### config.mk
export PLATFORM = sky130hd
export DESIGN_NAME = cpu_mem_ctrl
export DESIGN_NICKNAME = d
export VERILOG_FILES = /design/src/rtl/cpu_mem_ctrl_pkg.sv /design/src/rtl/cpu_mem_load_ext.sv /design/src/rtl/cpu_mem_ctrl.sv
export SDC_FILE = /design/constraint.sdc
export NUM_CORES = 1
export LEC_CHECK = 0
export CAP_MARGIN = 20
export CORE_MARGIN = 2
export CORE_UTILIZATION = 46
export CTS_BUF_LIST = sky130_fd_sc_hd__clkbuf_2 sky130_fd_sc_hd__clkbuf_4 sky130_fd_sc_hd__clkbuf_8
export CTS_CLUSTER_SIZE = 40
export DETAILED_ROUTE_END_ITERATION = 8
export PLACE_DENSITY_LB_ADDON = 0.3
export SLEW_MARGIN = 20
export SYNTH_ARGS = -nofsm -noshare
export SYNTH_HDL_FRONTEND = slang
export SYNTH_SLANG_ARGS = --single-unit
### constraint.sdc
create_clock -name clk -period 3.2 [get_ports clk]
set_clock_uncertainty 0.05 [all_clocks]
set_input_delay 0.64 -clock clk [delete_from_list [all_inputs] [get_ports clk]]
set_output_delay 0.64 -clock clk [all_outputs]
set_load 0.02 [all_outputs]
### src/rtl/cpu_mem_ctrl_pkg.sv
// cpu_defs: shared MEM-stage types (memory op encoding, sequencer state) and
// lane helpers used by the load/store controller.
package cpu_defs;

    typedef logic [4:0]  RegAddr_t;
    typedef logic [31:0] Word_t;

    typedef enum logic [3:0] {
        NONE = 4'd0,
        LB   = 4'd1,
        LBU  = 4'd2,
        LH   = 4'd3,
        LHU  = 4'd4,
        LW   = 4'd5,
        SB   = 4'd6,
        SH   = 4'd7,
        SW   = 4'd8
    } MemOp_t;

    typedef enum logic [1:0] {
        IDLE = 2'd0,
        WAIT = 2'd1,
        DONE = 2'd2
    } MemCtrlState_t;

    localparam logic [3:0] BE_ALL = 4'b1111;

    function automatic logic is_load(input MemOp_t op);
        return op inside {LB, LBU, LH, LHU, LW};
    endfunction

    function automatic logic is_store(input MemOp_t op);
        return op inside {SB, SH, SW};
    endfunction

    function automatic logic [3:0] lane_be(input MemOp_t op, input logic [1:0] a);
        case (op)
            LB, LBU, SB: lane_be = 4'b0001 << a;
            LH, LHU, SH: lane_be = a[1] ? 4'b1100 : 4'b0011;
            default:     lane_be = BE_ALL;
        endcase
    endfunction

    // Store data is replicated across every lane so the slave can pick any enabled byte.
    function automatic Word_t lane_wdata(input MemOp_t op, input Word_t d);
        case (op)
            SB:      lane_wdata = {4{d[7:0]}};
            SH:      lane_wdata = {2{d[15:0]}};
            default: lane_wdata = d;
        endcase
    endfunction

    function automatic logic misaligned(input MemOp_t op, input logic [1:0] a);
        case (op)
            LH, LHU, SH: misaligned = a[0];
            LW, SW:      misaligned = (a != 2'b00);
            default:     misaligned = 1'b0;
        endcase
    endfunction

endpackage

### src/rtl/cpu_mem_load_ext.sv
// cpu_mem_load_ext: picks the addressed byte/halfword out of a bus read word and
// sign- or zero-extends it to a full register word.
module cpu_mem_load_ext
    import cpu_defs::*;
(
    input  MemOp_t      op,
    input  logic [1:0]  addr_lo,
    input  Word_t       rdata,
    output Word_t       data
);

    logic [7:0]  lane [4];
    logic [7:0]  byte_sel;
    logic [15:0] half_sel;

    generate
        for (genvar gi = 0; gi < 4; gi++) begin : g_lane
            assign lane[gi] = rdata[8*gi +: 8];
        end
    endgenerate

    assign byte_sel = lane[addr_lo];
    assign half_sel = addr_lo[1] ? rdata[31:16] : rdata[15:0];

    always_comb begin
        case (op)
            LB:      data = {{24{byte_sel[7]}}, byte_sel};
            LBU:     data = {24'h000000, byte_sel};
            LH:      data = {{16{half_sel[15]}}, half_sel};
            LHU:     data = {16'h0000, half_sel};
            default: data = rdata;
        endcase
    end

endmodule

### src/rtl/cpu_mem_ctrl.sv
// cpu_mem_ctrl: MEM-stage load/store sequencer (IDLE->WAIT->DONE) owning the data bus.
// Define CPU_MEM_ALIGN_CHECK_EN to trap misaligned accesses via adel_o/ades_o/badvaddr_o.
module cpu_mem_ctrl
    import cpu_defs::*;
#(
    parameter int TIMEOUT_CYCLES = 256
) (
    input  logic        clk,
    input  logic        rst,
    input  logic        we_i,
    input  RegAddr_t    waddr_i,
    input  Word_t       wdata_i,
    input  MemOp_t      mem_op_i,
    input  logic [31:0] mem_addr_i,
    output logic        we_o,
    output RegAddr_t    waddr_o,
    output Word_t       wdata_o,
    output logic        stall_o,
    output logic        bus_req_o,
    output logic        bus_we_o,
    output logic [3:0]  bus_be_o,
    output logic [31:0] bus_addr_o,
    output Word_t       bus_wdata_o,
    input  logic        bus_ack_i,
    input  Word_t       bus_rdata_i,
    output logic        bus_err_o
`ifdef CPU_MEM_ALIGN_CHECK_EN
    ,
    output logic        adel_o,
    output logic        ades_o,
    output logic [31:0] badvaddr_o
`endif
);

    localparam int CW = (TIMEOUT_CYCLES > 2) ? $clog2(TIMEOUT_CYCLES) : 1;
    localparam logic [CW-1:0] CNT_LAST = CW'(TIMEOUT_CYCLES - 1);

    MemCtrlState_t state_reg;
    MemOp_t        op_reg;
    logic [1:0]    alo_reg;
    RegAddr_t      waddr_reg;
    logic [CW-1:0] cnt_reg;
    logic          res_we_reg;
    Word_t         res_wdata_reg;
    logic          bus_req_reg;
    logic          bus_we_reg;
    logic [3:0]    bus_be_reg;
    logic [31:0]   bus_addr_reg;
    Word_t         bus_wdata_reg;
    logic          bus_err_reg;

    Word_t         load_data;
    logic          is_mem;
    logic          align_fault;
    logic          start;

    cpu_mem_load_ext u_load_ext (
        .op      (op_reg),
        .addr_lo (alo_reg),
        .rdata   (bus_rdata_i),
        .data    (load_data)
    );

    assign is_mem = (mem_op_i != NONE);

`ifdef CPU_MEM_ALIGN_CHECK_EN
    // A misaligned access never reaches the bus; the exception is raised in the issue cycle.
    assign align_fault = is_mem && (state_reg == IDLE) && !rst
                         && misaligned(mem_op_i, mem_addr_i[1:0]);
    assign adel_o      = align_fault && is_load(mem_op_i);
    assign ades_o      = align_fault && is_store(mem_op_i);
    assign badvaddr_o  = align_fault ? mem_addr_i : 32'h0;
`else
    assign align_fault = 1'b0;
`endif

    assign start = is_mem && !align_fault;

    assign bus_req_o   = bus_req_reg;
    assign bus_we_o    = bus_we_reg;
    assign bus_be_o    = bus_be_reg;
    assign bus_addr_o  = bus_addr_reg;
    assign bus_wdata_o = bus_wdata_reg;
    assign bus_err_o   = bus_err_reg;

    // Writeback/stall mux: pass-through when idle, latched result in DONE, quiet otherwise.
    always_comb begin
        we_o    = 1'b0;
        waddr_o = '0;
        wdata_o = '0;
        stall_o = 1'b0;
        if (!rst) begin
            case (state_reg)
                IDLE: begin
                    if (!is_mem) begin
                        we_o    = we_i;
                        waddr_o = waddr_i;
                        wdata_o = wdata_i;
                    end else begin
                        stall_o = start;
                    end
                end
                WAIT: stall_o = 1'b1;
                DONE: begin
                    we_o    = res_we_reg;
                    waddr_o = waddr_reg;
                    wdata_o = res_wdata_reg;
                end
                default: stall_o = 1'b0;
            endcase
        end
    end

    always_ff @(posedge clk) begin
        if (rst) begin
            state_reg     <= IDLE;
            op_reg        <= NONE;
            alo_reg       <= 2'b00;
            waddr_reg     <= '0;
            cnt_reg       <= '0;
            res_we_reg    <= 1'b0;
            res_wdata_reg <= '0;
            bus_req_reg   <= 1'b0;
            bus_we_reg    <= 1'b0;
            bus_be_reg    <= 4'b0000;
            bus_addr_reg  <= '0;
            bus_wdata_reg <= '0;
            bus_err_reg   <= 1'b0;
        end else begin
            bus_err_reg <= 1'b0;
            case (state_reg)
                IDLE: begin
                    if (start) begin
                        op_reg        <= mem_op_i;
                        alo_reg       <= mem_addr_i[1:0];
                        waddr_reg     <= waddr_i;
                        cnt_reg       <= '0;
                        bus_req_reg   <= 1'b1;
                        bus_we_reg    <= is_store(mem_op_i);
                        bus_be_reg    <= lane_be(mem_op_i, mem_addr_i[1:0]);
                        bus_addr_reg  <= {mem_addr_i[31:2], 2'b00};
                        bus_wdata_reg <= lane_wdata(mem_op_i, wdata_i);
                        state_reg     <= WAIT;
                    end
                end
                WAIT: begin
                    cnt_reg <= cnt_reg + CW'(1);
                    // Ack is checked first so an ack on the final cycle still completes normally.
                    if (bus_ack_i || cnt_reg == CNT_LAST) begin
                        res_we_reg    <= bus_ack_i && is_load(op_reg);
                        res_wdata_reg <= load_data;
                        bus_err_reg   <= !bus_ack_i;
                        bus_req_reg   <= 1'b0;
                        bus_we_reg    <= 1'b0;
                        bus_be_reg    <= 4'b0000;
                        bus_addr_reg  <= '0;
                        bus_wdata_reg <= '0;
                        state_reg     <= DONE;
                    end
                end
                DONE: begin
                    res_we_reg <= 1'b0;
                    state_reg  <= IDLE;
                end
                default: state_reg <= IDLE;
            endcase
        end
    end

endmodule

==> results.tsv, run 1 <==
metric	value	unit
via count	6352	
worst vdd ir	266.2	µV
max cap viols	0	
Fmax	0.3181	GHz
critical hold path startpoint	bus_be_o[0]$_SDFFE_PP0P_	
Min-Delay Path Depth	2	
CTS buffer count	17	
Starting Density	46.63	%
flop-to-flop setup slack	0.84	ns
Remaining DRCs	0	
largest net degree at the start of global routing	68	
num ports	219	
Cells after Synth	695	
Clock Sinks	123	
first-pass GRT wire length	31.26	mm
final worst slack	0.05614	ns
worst relative slew slack	48.36	%
post-DP HPWL	15.21	mm
placed inst area	0.008147	mm²
drt wl/cell	19.35	µm
Worst-Margin Slew	0.7721	ns
synth unique cells	53	
FFs w/ async S/R, synth	0	%
R2R depth	6	
WP data arrival	2.45	ns
hold-fix buffers at CTS	0	
Worst EP required	2.51	ns
startpoint types	input port	
Critical-path top delay cell	or4_4	
reg2reg start	cnt_reg[0]$_SDFFE_PP0P_	
number of detailed-route iterations in the first pass	5	
GP Congestion	0.9907	
Setup Crit Path Kind	in2out	
DR vias/cell	5.844	
final hold vios	0	
sequential element share of the synthesized area	42.36	%
Ys Warns	0	
Skew-Pair Late Insertion Delay	0.44	ns
H-tree Lvls	4	
unrepaired setup endpoints after global routing	false	
Hold Slack	0.3951	ns
FF+latch count, synth	123	
Power per Cell Area	528.5	mW/mm²
Netlist Area Pre-Place	0.005813	mm²
Post-synth EDFFs	0	
diode count	0	
die area	0.01355	mm²
Pins Over Slew Limit	0	
CP Buf/Inv Count	4	
worst min path class	reg2reg	
Final min period	3.144	ns
crit-path max FO	4	
Top delay family on crit path	simple AND/OR/NAND/NOR gates	
outcome	finished, final reports clean	
Worst setup EP type	primary output	
antenna violations before repair	0	
reg2reg end	res_wdata_reg[15]$_SDFFE_PP0P_	
worst path cell trace	dlygate4sd2_1, or4_4, nor3_4, buf_12, bufbuf_16, a22oi_1, nor2_1, buf_4	
TritonCTS clock tree	yes	
DP Worst Slack	-0.4656	ns
Die Wd	116.4	µm
drt initial violations	556	
Clock Path Buffers	2	
final WL	21.03	mm
Post-Syn Area per Cell	8.364	µm²
Worst path max stage delay	0.52	ns
CTS Root Cell	clkbuf_8	
IO Port Bufs	216	
part of the cycle the worst path needs	98.25	%
number of routed nets with antenna violations	0	
Layout area overhead	48.02	%
final instance area	0.008605	mm²
final setup fails	0	
overall global routing resource usage	30.14	%
Hold Crit Endpoint	bus_be_o[0]$_SDFFE_PP0P_	
Core Rows	41	
via count of the first global-routing pass	5798	
Congestion Overflow GR	0	
Main synth FF type	dfxtp_1	
Lkg Pwr	3.478	nW
Nets	1012	
layout cells sized above 1	13.99	%
total core area	0.01247	mm²
die height	116.4	µm
Clock Pin Slew Worst Setup and Hold Paths	0.07	ns
## synth_stat cells, types with 3 or more instances
master	n	area (µm²)
dfxtp_1	123	2462
nor2_1	86	322.8
nand2_1	80	300.3
a22o_1	56	490.5
a21oi_1	42	210.2
a22oi_1	42	315.3
clkbuf_1	37	138.9
o21ai_0	31	155.2
mux2i_1	22	220.2
nor3_1	20	100.1
a211oi_1	17	127.6
buf_2	15	75.07
or2_2	15	93.84
nor2b_1	13	81.33
nand3_1	10	50.05
o31ai_1	9	67.56
and2_1	6	37.54
inv_1	5	18.77
a311o_1	4	40.04
o22ai_1	4	25.02
a311oi_1	3	26.28
a31oi_1	3	18.77
and3_1	3	18.77
buf_4	3	22.52
buf_6	3	33.78
nand2b_1	3	18.77
nand3b_1	3	22.52
nand4_1	3	18.77
## logic make-up (layout without fill, tap and decap cells)
logic type	count (synthesis)	after routing	synth area share (%)
buffers and inverters	65	284	5.101
multiplexers	24	24	4.369
flip-flops	123	123	42.36
other	1	2	0.06451
adder cells (fa/ha/maj)	1	1	0.2152
AND/OR/NAND/NOR	251	251	19.59
AO/OA/AOI/OAI	228	228	28.00
XOR/XNOR	2	2	0.3014
## worst reg2reg max path, cell delays in order (launching register included)
cell and delay, ns:
dfxtp_1 0.37, ha_1 0.20, and3_1 0.26, a41o_1 0.35, nand2_1 0.41, a211o_1 0.39
o221a_2 0.23
## per-stage QoR
step	util (%)	setup TNS, ns	instances	total power [W]
after floorplan	-	0	696	0.002418
after global placement	65.35	-13.36	1048	0.002932
after detailed placement	65.35	-14.62	1048	0.002958
after CTS	68.61	-0.1005	1085	0.004547
after global routing	69.03	0	1087	0.004728
final	69.03	0	1087	0.004548
## how the worst max path moves through the flow
stage / startpoint / to / slack, ns / depth (start not counted)
finish: mem_op_i[1] / wdata_o[21] / 0.06 / 8
global route: mem_op_i[1] / wdata_o[21] / 0.009 / 8
CTS: mem_op_i[2] / wdata_o[26] / -0.06 / 7
detailed placement: mem_op_i[3] / waddr_o[4] / -0.47 / 8
global placement: mem_op_i[3] / wdata_o[15] / -0.43 / 7
floorplan: mem_op_i[1] / wdata_o[22] / 0.31 / 7
## cell type report
type                            instances  area, µm²
Fill cell                            1040       3861
Multi-Input combinational cell        508       3089
Sequential cell                       123       2462
Timing Repair Buffer                  247       2350
Clock buffer                           26      339.1
Tap cell                              172      215.2
Clock inverter                          6      130.1
Inverter                                5      18.77
## timing repair
action,4_1_cts,5_1_grt
pin swaps,0,2
gates resized for setup,161,5
cloned,3,0
hold endpoints to repair,0,0
setup buffers,2,2
setup endpoints to repair,39,38
## layer usage
metal	up-vias	GRT usage, %	wire length, µm
met5	-	0	0
met4	0	12.54	592
met2	326	49.38	10080
met1	3044	38.35	8507
li1	2933	-	-
met3	49	6.954	1849
## cells in the final DEF, fill, tap and decap left out, types with 6 or more instances in the layout
cell / netlist / routed
clkdlybuf4s50_1: 0 / 172
dfxtp_1: 123 / 123
nor2_1: 86 / 85
nand2_1: 80 / 80
a22o_1: 56 / 56
a22oi_1: 42 / 42
a21oi_1: 42 / 42
buf_2: 15 / 34
o21ai_0: 31 / 31
buf_4: 3 / 25
clkbuf_8: 0 / 23
mux2i_1: 22 / 22
nor3_1: 20 / 19
a211oi_1: 17 / 17
or2_2: 15 / 15
nor2b_1: 13 / 12
nand3_1: 10 / 10
o31ai_1: 9 / 9
and2_1: 6 / 6
## report_power, final
group | switching (W) | total [W] | internal, W | leakage, nW
clock network | 0.000594 | 0.00159 | 0.000999 | 0.244
logic | 0.000628 | 0.00116 | 0.000527 | 2.22
registers | 0.000115 | 0.00180 | 0.00168 | 1.01
No activity file was read; power rests on OpenSTA's default activity.
==> run 2, diff against run 1 <==
--- a/config.mk
+++ b/config.mk
@@ -7,11 +7,12 @@
 export LEC_CHECK = 0
 export CAP_MARGIN = 20
 export CORE_MARGIN = 2
-export CORE_UTILIZATION = 46
+export CORE_UTILIZATION = 40
 export CTS_BUF_LIST = sky130_fd_sc_hd__clkbuf_2 sky130_fd_sc_hd__clkbuf_4 sky130_fd_sc_hd__clkbuf_8
 export CTS_CLUSTER_SIZE = 40
 export DETAILED_ROUTE_END_ITERATION = 8
 export PLACE_DENSITY_LB_ADDON = 0.3
+export RECOVER_POWER = 50
 export SLEW_MARGIN = 20
 export SYNTH_ARGS = -nofsm -noshare
 export SYNTH_HDL_FRONTEND = slang
==> results.tsv, run 2 (same netlist as run 1, synthesis figures left out) <==
metric	value	unit	change
worst relative slew slack	31.92	%	was 48.36%
drt wl/cell	18.30	µm	was 19.35 µm
most frequent CP cell	buf_2		
Clock Sinks	123		unchanged
Lkg Pwr	3.575	nW	was 3.478 nW
layout cells sized above 1	13.01	%	was 13.99%
Power, Total	0.004408	W	was 0.004548 W
outcome	finished, final reports clean		unchanged
flop-to-flop setup slack	0.54	ns	was 0.84 ns
via count	6106		was 6,352
worst min path class	reg2reg		unchanged
Final min period	3.110	ns	was 3.144 ns
Worst-Margin Slew	1.021	ns	was 0.7721 ns
num ports	219		unchanged
met3 Usage GRT	6.701	%	was 6.954%
IO Port Bufs	216		unchanged
Nets	1012		unchanged
Worst path max stage delay	0.56	ns	was 0.52 ns
global routing's busiest layer	met2		unchanged
antenna violations before repair	0		unchanged
number of detailed-route iterations in the first pass	6		was 5
final instance area	0.008502	mm²	was 0.008605 mm²
die area	0.01551	mm²	was 0.01355 mm²
Fmax	0.3215	GHz	was 0.3181 GHz
CTS buffer count	17		unchanged
crit-path max FO	4		unchanged
leading cell types in the layout, fill and taps excluded	dfxtp_1, clkdlybuf4s50_1, nor2_1, nand2_1, dlygate4sd3_1		was clkdlybuf4s50_1, dfxtp_1, nor2_1, nand2_1, a22o_1
final hold vios	0		unchanged
Skew-Pair Late Insertion Delay	0.44	ns	about the same
most common cell after layout, fill and taps aside	dfxtp_1		was clkdlybuf4s50_1
die height	124.6	µm	was 116.4 µm
Setup Crit Path Kind	in2out		unchanged
worst vdd ir	268.2	µV	was 266.2 µV
diode count	0		unchanged
met2 Use GR	38.22	%	was 49.38%
worst path cell trace	dlygate4sd2_1, or4_4, nor3_4, buf_2, buf_4, a22oi_1, nor2_1, buf_2		was dlygate4sd2_1, or4_4, nor3_4, buf_12, bufbuf_16, a22oi_1, nor2_1, buf_4
reg2reg start	state_reg[1]$_SDFFE_PP0P_		was cnt_reg[0]$_SDFFE_PP0P_
first-pass GRT wire length	31.13	mm	was 31.26 mm
GP Congestion	0.9232		was 0.9907
overall global routing resource usage	25.36	%	was 30.14%
Critical-path top delay cell	or4_4		unchanged
hold-fix buffers at CTS	0		unchanged
final WL	20.11	mm	was 21.03 mm
total core area	0.01437	mm²	was 0.01247 mm²
DR vias/cell	5.556		was 5.844
WP data arrival	2.42	ns	was 2.45 ns
part of the cycle the worst path needs	97.19	%	was 98.25%
final setup fails	0		unchanged
unrepaired setup endpoints after global routing	false		unchanged
Clock Pin Slew Worst Setup and Hold Paths	0.06	ns	was 0.07 ns
placed inst area	0.008194	mm²	was 0.008147 mm²
CTS Root Cell	clkbuf_8		unchanged
Clock Path Buffers	2		unchanged
grt met1 use	35.33	%	was 38.35%
Die Wd	124.6	µm	was 116.4 µm
Pins Over Slew Limit	0		unchanged
Worst EP required	2.51	ns	about the same
Congestion Overflow GR	0		unchanged
largest net degree at the start of global routing	68		unchanged
Remaining DRCs	0		unchanged
R2R depth	6		unchanged
Layout area overhead	46.25	%	was 48.02%
Setup TNS	0	ns	unchanged
Hold Crit Endpoint	bus_be_o[0]$_SDFFE_PP0P_		unchanged
via count of the first global-routing pass	5504		was 5,798
post-DP HPWL	14.74	mm	was 15.21 mm
TritonCTS clock tree	yes		unchanged
Power per Cell Area	518.4	mW/mm²	was 528.5 mW/mm²
startpoint types	input port		unchanged
max cap viols	0		unchanged
Worst setup EP type	primary output		unchanged
critical hold path startpoint	bus_be_o[0]$_SDFFE_PP0P_		unchanged
Starting Density	40.46	%	was 46.63%
Min-Delay Path Depth	2		unchanged
H-tree Lvls	4		unchanged
Core Rows	44		was 41
number of routed nets with antenna violations	0		unchanged
reg2reg end	bus_wdata_o[11]$_SDFFE_PP0P_		was res_wdata_reg[15]$_SDFFE_PP0P_
drt initial violations	478		was 556
==> run 2: changes by cell type in the layout (fill, tap and decap cells not counted), moves of 3 or more <==
cell	before	now
clkinvlp_4	0	4
clkdlybuf4s50_1	172	102
buf_12	5	1
buf_4	25	28
clkbuf_8	23	19
dlygate4sd3_1	0	70
buf_2	34	25
dlygate4sd2_1	3	10
clkbuf_1	0	4
==> run 2: repair_timing <==
| item | CTS | global route |
|---|---|---|
| gates resized for setup | 146 | 5 |
| setup endpoints to repair | 39 | 29 |
| cloned | 1 | 0 |
| pin swaps | 1 | 2 |
| setup buffers | 1 | 0 |
==> run 2: metal layers <==
metal / share of wire, % / vias up / wire (µm)
met5: 0 / - / 0
met4: 1.8 / 0 / 357
met3: 7.9 / 25 / 1580
met2: 45 / 281 / 9092
met1: 45 / 2860 / 9079
li1: - / 2940 / -
==> run 2: worst max-delay path, delay by kind of cell <==
kind            cells  cell delay (ns)
compound gates      1             0.07
buf+inv             4             0.75
simple gates        3             0.95
==> run 2: worst max path at each step <==
stage                      from          end  slack [ns]  depth (start not counted)
detailed placement  mem_op_i[1]  wdata_o[28]       -0.48                          8
CTS                 mem_op_i[2]  wdata_o[28]       0.005                          9
global placement    mem_op_i[1]  wdata_o[30]       -0.45                          8
finish              mem_op_i[3]   wdata_o[9]        0.09                          8
global route        mem_op_i[3]   waddr_o[3]        0.03                          7
floorplan           mem_op_i[1]  wdata_o[22]        0.31                          7
==> run 2: per-stage QoR <==
step	hold slack, ns	std cells	worst slack (ns)	utilization [%]
finish	0.3976	1099	0.09006	59.17
global route	0.4264	1099	0.02760	59.17
CTS	0.4076	1100	0.005068	59.27
detailed placement	0.3914	1066	-0.4766	57.03
global placement	0.3829	1066	-0.4505	57.03
floorplan	0.3755	696	0.3083	-
==> run 2: area by class of cell <==
cell class,count,area [µm²]
fillers,1296,5867
multi-input cells,508,3092
flip-flops and latches,123,2462
repair buffers,247,2260
clock buffers,20,269.0
well taps,184,230.2
clock inverters,12,170.2
inverters,5,18.77
==> run 2: power breakdown <==
part           internal [W]  switching [W]  total [W]
logic              0.000479       0.000616    0.00110
registers           0.00168       0.000107    0.00179
clock network      0.000892       0.000631    0.00152
